==> config.mk <==
export PLATFORM = sky130hd
export DESIGN_NAME = elevator_request_scheduler_flat
export DESIGN_NICKNAME = d
export VERILOG_FILES = /design/src/rtl/elevator_pkg.sv /design/src/rtl/elevator_request_scheduler_if.sv /design/src/rtl/elevator_look_select.sv /design/src/rtl/elevator_request_scheduler.sv /design/src/flat_wrapper.sv
export SDC_FILE = /design/constraint.sdc
export NUM_CORES = 1
export LEC_CHECK = 0
export ABC_AREA = 1
export CAP_MARGIN = 20
export CORE_MARGIN = 1
export CORE_UTILIZATION = 60
export CTS_BUF_LIST = sky130_fd_sc_hd__clkbuf_4
export CTS_CLUSTER_SIZE = 8
export DETAILED_ROUTE_END_ITERATION = 8
export PLACE_DENSITY = 0.82
export RECOVER_POWER = 100
export SYNTH_ARGS = -nofsm -noshare
export SYNTH_HDL_FRONTEND = slang
export SYNTH_SLANG_ARGS = --single-unit
==> constraint.sdc <==
create_clock -name clk -period 5.4 [get_ports clk]
set_clock_uncertainty 0.15 [all_clocks]
set_input_delay 1.08 -clock clk [delete_from_list [all_inputs] [get_ports clk]]
set_output_delay 1.08 -clock clk [all_outputs]
set_load 0.02 [all_outputs]
==> src/rtl/elevator_pkg.sv <==
// Shared types and sizing helpers for the elevator request scheduler slice.
package elevator_pkg;
   localparam int MAX_FLOORS = 16;
   localparam int FLOOR_W    = 4;

   typedef logic [FLOOR_W-1:0] floor_t;

   // 2'b11 is not a legal state; the scheduler steers it back to IDLE.
   typedef enum logic [1:0] {
      IDLE  = 2'b00,
      SERVE = 2'b01,
      DOOR  = 2'b10
   } state_t;

   function automatic int door_cnt_w(input int ticks);
      return (ticks < 1) ? 1 : $clog2(ticks + 1);
   endfunction
endpackage

==> src/rtl/elevator_request_scheduler_if.sv <==
// Call-button / motion-FSM handshake bundle; master is the scheduler side.
interface elevator_request_scheduler_if
   import elevator_pkg::*;
   #(parameter int NUM_FLOORS = 6);
   logic [NUM_FLOORS-1:0] call_btn;
   floor_t                current_floor;
   logic                  car_idle;
   floor_t                target_floor;
   logic                  door_open;
   logic                  dir_up;
   logic [NUM_FLOORS-1:0] pending;
   logic                  busy;

   modport master (input  call_btn, current_floor, car_idle,
                   output target_floor, door_open, dir_up, pending, busy);
   modport slave  (output call_btn, current_floor, car_idle,
                   input  target_floor, door_open, dir_up, pending, busy);
endinterface

==> src/rtl/elevator_look_select.sv <==
// LOOK selection: nearest pending floor ahead, else nearest behind with a direction flip.
module elevator_look_select
   import elevator_pkg::*;
   #(parameter int NUM_FLOORS = 6)
   (
   input  logic [NUM_FLOORS-1:0] pending,
   input  floor_t                current_floor,
   input  logic                  dir_up,
   output floor_t                sel_floor,
   output logic                  sel_valid,
   output logic                  sel_dir_up,
   output logic                  here_hit
   );

   floor_t up_floor, dn_floor;
   logic   up_found, dn_found;

   // Scan order makes the last hit the nearest one in each direction.
   always_comb begin
      up_found = 1'b0;
      dn_found = 1'b0;
      up_floor = '0;
      dn_floor = '0;
      here_hit = 1'b0;
      for (int i = NUM_FLOORS-1; i >= 0; i--) begin
         if (pending[i] && floor_t'(i) > current_floor) begin
            up_found = 1'b1;
            up_floor = floor_t'(i);
         end
      end
      for (int i = 0; i < NUM_FLOORS; i++) begin
         if (pending[i] && floor_t'(i) < current_floor) begin
            dn_found = 1'b1;
            dn_floor = floor_t'(i);
         end
         if (pending[i] && floor_t'(i) == current_floor) here_hit = 1'b1;
      end
   end

   always_comb begin
      sel_valid = up_found | dn_found;
      if (dir_up) begin
         sel_dir_up = up_found;
         sel_floor  = up_found ? up_floor : dn_floor;
      end else begin
         sel_dir_up = !dn_found;
         sel_floor  = dn_found ? dn_floor : up_floor;
      end
   end
endmodule

==> src/rtl/elevator_request_scheduler.sv <==
// Latches floor calls, serves them in LOOK order and times the door dwell at each stop.
module elevator_request_scheduler
   import elevator_pkg::*;
   #(parameter int NUM_FLOORS = 6,
     parameter int DOOR_TICKS = 10000000)
   (
   input logic                         clk,
   input logic                         rst_n,
   elevator_request_scheduler_if.master bus
   );

   localparam int               CNT_W     = door_cnt_w(DOOR_TICKS);
   localparam logic [CNT_W-1:0] CNT_LOAD  = CNT_W'(DOOR_TICKS - 1);
   localparam floor_t           TOP_FLOOR = floor_t'(NUM_FLOORS - 1);

   state_t                state, state_nxt;
   logic [NUM_FLOORS-1:0] pending, clr_mask;
   floor_t                target, target_nxt, clr_floor, sel_floor, cf;
   logic                  dir_up, dir_nxt, clr_en, absorb, arrive, retarget;
   logic                  sel_valid, sel_dir_up, here_hit;
   logic [CNT_W-1:0]      cnt, cnt_nxt;

   assign cf = bus.current_floor;

   elevator_look_select #(.NUM_FLOORS(NUM_FLOORS)) u_sel (
      .pending      (pending),
      .current_floor(cf),
      .dir_up       (dir_up),
      .sel_floor    (sel_floor),
      .sel_valid    (sel_valid),
      .sel_dir_up   (sel_dir_up),
      .here_hit     (here_hit)
   );

   always_comb begin
      absorb = 1'b0;
      for (int i = 0; i < NUM_FLOORS; i++)
         if (bus.call_btn[i] && floor_t'(i) == target) absorb = 1'b1;
      arrive   = bus.car_idle && (cf == target);
      // Only a floor strictly inside the current leg may pull the target in.
      retarget = sel_valid && (sel_dir_up == dir_up) &&
                 (dir_up ? (sel_floor < target) : (sel_floor > target));
   end

   always_ff @(posedge clk or negedge rst_n) begin
      if (!rst_n) state <= IDLE;
      else        state <= state_nxt;
   end

   always_comb begin
      state_nxt  = state;
      target_nxt = target;
      dir_nxt    = dir_up;
      cnt_nxt    = cnt;
      clr_en     = 1'b0;
      clr_floor  = target;
      case (state)
         IDLE: begin
            target_nxt = (cf > TOP_FLOOR) ? TOP_FLOOR : cf;
            if (here_hit) begin
               clr_en    = 1'b1;
               clr_floor = cf;
               cnt_nxt   = CNT_LOAD;
               state_nxt = DOOR;
            end else if (sel_valid) begin
               target_nxt = sel_floor;
               dir_nxt    = sel_dir_up;
               state_nxt  = SERVE;
            end
         end
         SERVE: begin
            if (arrive) begin
               clr_en    = 1'b1;
               cnt_nxt   = CNT_LOAD;
               state_nxt = DOOR;
            end else if (retarget) begin
               target_nxt = sel_floor;
            end
         end
         DOOR: begin
            // Presses at the open floor never reach pending; they extend the dwell.
            clr_en = 1'b1;
            if (absorb) begin
               cnt_nxt = CNT_LOAD;
            end else if (cnt == '0) begin
               if (sel_valid) begin
                  target_nxt = sel_floor;
                  dir_nxt    = sel_dir_up;
                  state_nxt  = SERVE;
               end else begin
                  state_nxt  = IDLE;
               end
            end else begin
               cnt_nxt = cnt - CNT_W'(1);
            end
         end
         default: state_nxt = IDLE;
      endcase
      clr_mask = '0;
      for (int i = 0; i < NUM_FLOORS; i++)
         clr_mask[i] = clr_en && (floor_t'(i) == clr_floor);
   end

   always_ff @(posedge clk or negedge rst_n) begin
      if (!rst_n) begin
         pending <= '0;
         target  <= '0;
         dir_up  <= 1'b1;
         cnt     <= '0;
      end else begin
         pending <= (pending | bus.call_btn) & ~clr_mask;
         target  <= target_nxt;
         dir_up  <= dir_nxt;
         cnt     <= cnt_nxt;
      end
   end

   always_comb begin
      bus.busy         = (state != IDLE);
      bus.door_open    = (state == DOOR);
      bus.target_floor = target;
      bus.dir_up       = dir_up;
      bus.pending      = pending;
   end
endmodule

==> src/flat_wrapper.sv <==
// flat-port wrapper written by rule: the top's interface ports become plain ports
module elevator_request_scheduler_flat import elevator_pkg::*;
#(parameter int NUM_FLOORS = 6,
     parameter int DOOR_TICKS = 10000000)
  (clk, rst_n, bus_call_btn, bus_current_floor, bus_car_idle, bus_target_floor, bus_door_open, bus_dir_up, bus_pending, bus_busy);
  elevator_request_scheduler_if #(.NUM_FLOORS(NUM_FLOORS)) bus_i ();
  input logic clk;
  input logic rst_n;
  input wire logic [$bits(bus_i.call_btn)-1:0] bus_call_btn;
  input wire logic [$bits(bus_i.current_floor)-1:0] bus_current_floor;
  input wire logic [$bits(bus_i.car_idle)-1:0] bus_car_idle;
  output wire logic [$bits(bus_i.target_floor)-1:0] bus_target_floor;
  output wire logic [$bits(bus_i.door_open)-1:0] bus_door_open;
  output wire logic [$bits(bus_i.dir_up)-1:0] bus_dir_up;
  output wire logic [$bits(bus_i.pending)-1:0] bus_pending;
  output wire logic [$bits(bus_i.busy)-1:0] bus_busy;
  assign bus_i.call_btn = bus_call_btn;
  assign bus_i.current_floor = bus_current_floor;
  assign bus_i.car_idle = bus_car_idle;
  assign bus_target_floor = bus_i.target_floor;
  assign bus_door_open = bus_i.door_open;
  assign bus_dir_up = bus_i.dir_up;
  assign bus_pending = bus_i.pending;
  assign bus_busy = bus_i.busy;
  elevator_request_scheduler #(.NUM_FLOORS(NUM_FLOORS), .DOOR_TICKS(DOOR_TICKS)) u_core (.clk(clk), .rst_n(rst_n), .bus(bus_i));
endmodule
==> out/results.ini <==
[synthesis]
async_flop_share_pct=100
synth-seq-cells=37
ys_seq_area_share_pct=30.5
syn_nets=508
synth_area_leaders=dfrtp_1, nand2_1, nor2_1
synth_top_cell_by_area=dfrtp_1
synth_ff_type=dfrtp_1
synth_edf_count=0
syn_avg_cell_area_um2=6.25
synth.top_cell.area_share_pct=29.6
yosysUniqueCellTypes=29
syn_area_um2=3040
synthCells=487
yosys_warnings=0

[global_route]
grt_pass1_vias=2776
grt_max_degree=44
grt.total_usage_pct=30.1
gr-total-overflow=0
grt_pass1_wl_um=12500
antenna_found_initial=0

[sta]
slew_headroom_pct=-30.9
setup_tns_ns=0
finalMaxSlewViolations=38
fin_ws_ns=1.06
rsz0062_at_grt=no
worst_pin_slew_ns=1.96
fmax_mhz=230
hold_viol_final=0
min_period_over_period_pct=80.3
fin_crit_ns=4.34
setup_viol=0

[hold_path]
hold_path_depth=2
hold_class=flip-flop to flip-flop

[route]
vias=3126
wl_um=7470
drt_iter0_markers=245
drt_pass1_iterations=4
ant_nets=0
avgViaCountPerCell=5.43
drc=0
wl_per_cell_um=13.0

[cells_and_area]
drive_gt1_share_pct=5.11
fin_area_um2=3310
mostFrequentLayoutCells=nand2_1, nor2_1, inv_1
syn_to_final_growth_pct=8.59
fill_cells=470
antenna_cells=0
final_nets=529
layout_commonest_cell=nand2_1

[worst_setup_path]
cp.arrival_ns=4.48
cp_max_fo=13
crit_type=input pin to flip-flop
r2r_slack_ns=2.14
crit_path_start_kind=input pin
worstRegToRegCells=11
cp_data_required_time_ns=5.54
end_kind=flip-flop

[floorplan]
rows=25
num_io_pins=26
die_area_um2=5360
die_x_um=73.2
core_um2=4820
fp.dieH_um=73.2
start_util_pct=63.2

[place]
numPortBuffers=25
place.gp.congestion=0.970
place_area_um2=3290
dp_slack_ns=1.07
dp_hpwl_um=5700

[clocking]
cts-hold-fix-buffers=0
cts_buffers=5
cts.htree.levels=2
cts_tree=done
clock_insertion_delay_worst_skew_ns=0.35
cts_root_buffer=clkbuf_4
cts_repair_resize_count=0
clockBufferDepth=2
clkTransAtPathRegs_ns=0.10
cts_sinks=37
cts_setup_buffers=0

[pwr]
p_int_uw=713
p_sw_uw=792
switching_share_pct=52.6
p_leak_uw=0.00166
clkPwrFrac_pct=9.7
power.density_nw_per_um2=455
ir_drop_mv=0.292
power_frac_comb_pct=59.7
seqPwrFrac_pct=30.6

[outcome]
outcome=finished, violations left
violations=max-capacitance violations, max-slew violations

[run]
maxCapViolCount=1

## Yosys cell counts, types with 3 or more instances
cell      count
nand3_1      42
xnor2_1       3
o311ai_0      3
ha_1          8
nand2_1     155
o211ai_1      3
a21oi_1       7
nand4_1       8
buf_6         6
nand3b_1      5
xor2_1        6
clkbuf_1      5
o21ai_1      28
inv_2         6
o21ai_0       6
nor3_1        9
inv_1        52
dfrtp_1      36
nor2_2        6
o21bai_1      3
nor2_1       74
nand2_2       5
or2_2         3
## power groups by stage
| stage | clock (uW) | combinational, uW | sequential, uW |
|---|---|---|---|
| 3_5_place_dp | 0 | 936 | 463 |
| 2_1_floorplan | 0 | 719 | 465 |
| 3_3_place_gp | 0 | 911 | 461 |
| 5_1_grt | 163 | 1020 | 470 |
| 4_1_cts | 151 | 939 | 458 |
| 6_report | 147 | 898 | 460 |
## worst paths after layout
path,start,endpoint
max reg2reg,u_core.bus.target_floor[1],u_core.cnt[10]
max in group asynchronous,rst_n,u_core.cnt[16]
min reg2reg,u_core.cnt[0],u_core.cnt[0]
min in group asynchronous,rst_n,u_core.cnt[6]
max,bus_current_floor[2],u_core.bus.target_floor[2]
min,u_core.cnt[0],u_core.cnt[0]
## state kept, by name, indices dropped and copies added, names as in the netlist
signal / cells
u_core.bus.dir_up: 1
u_core.bus.pending: 6
u_core.bus.target_floor: 4
u_core.cnt: 24
u_core.state: 2
## worst max-delay path, cell delays in order
cell and delay, ns:
dlygate4sd3_1 0.60, nor2_1 0.57, nand2_1 0.17, a21oi_1 0.23, nand2_1 0.08, nor2_1 0.17
nand2_1 0.09, nand2_1 0.10, nand2_1 0.06, nand2_1 0.07, inv_1 0.04, ha_1 0.29
inv_1 0.06, nor2_1 0.03, nand2_1 0.07, nand2_1 0.06, nor2_1 0.07, o21ai_0 0.08
nand2_1 0.06, nand2_1 0.04, nand2_1 0.07, nand2_1 0.06, nor2_1 0.16, nand3_1 0.10
nand2_1 0.07
## routing by layer
metal | vias to the layer above | wire length (um) | GRT usage (%)
met4 | 0 | 86 | 10.0
li1 | 1590 | - | -
met1 | 1448 | 3610 | 42.4
met5 | - | 0 | 0
met3 | 9 | 387 | 4.70
met2 | 79 | 3380 | 46.8
## final cells by class
type                            instances  area (um^2)  area share [%]
Inverter                               58          218            6.59
Timing Repair Buffer                   25          244            7.38
Clock inverter                          2         10.0           0.303
Tap cell                               67         83.8            2.54
Clock buffer                            6         45.0            1.36
Sequential cell                        37          927            28.0
Multi-Input combinational cell        381         1780            53.8
## per-stage QoR
step           hold slack, ns  instances  utilization [%]  total power [uW]
2_1_floorplan           0.309        487                -              1180
4_1_cts                 0.366        576             69.4              1550
3_5_place_dp            0.341        568             68.2              1400
5_1_grt                 0.396        576             68.6              1660
6_report                0.356        576             68.6              1500
3_3_place_gp            0.322        568             68.2              1370
## cell families (layout without fill, tap and decap cells)
logic type | count (synthesis) | count (layout) | synth area share [%]
DFF | 37 | 37 | 30.5
adders and majority gates | 8 | 8 | 3.29
AOI/OAI and AO/OA | 54 | 54 | 10.2
and+or+nand+nor | 310 | 310 | 43.5
buffers and inverters | 69 | 91 | 9.99
xor gates and xnor gates | 9 | 9 | 2.59
(Power assumes the default switching activity.)
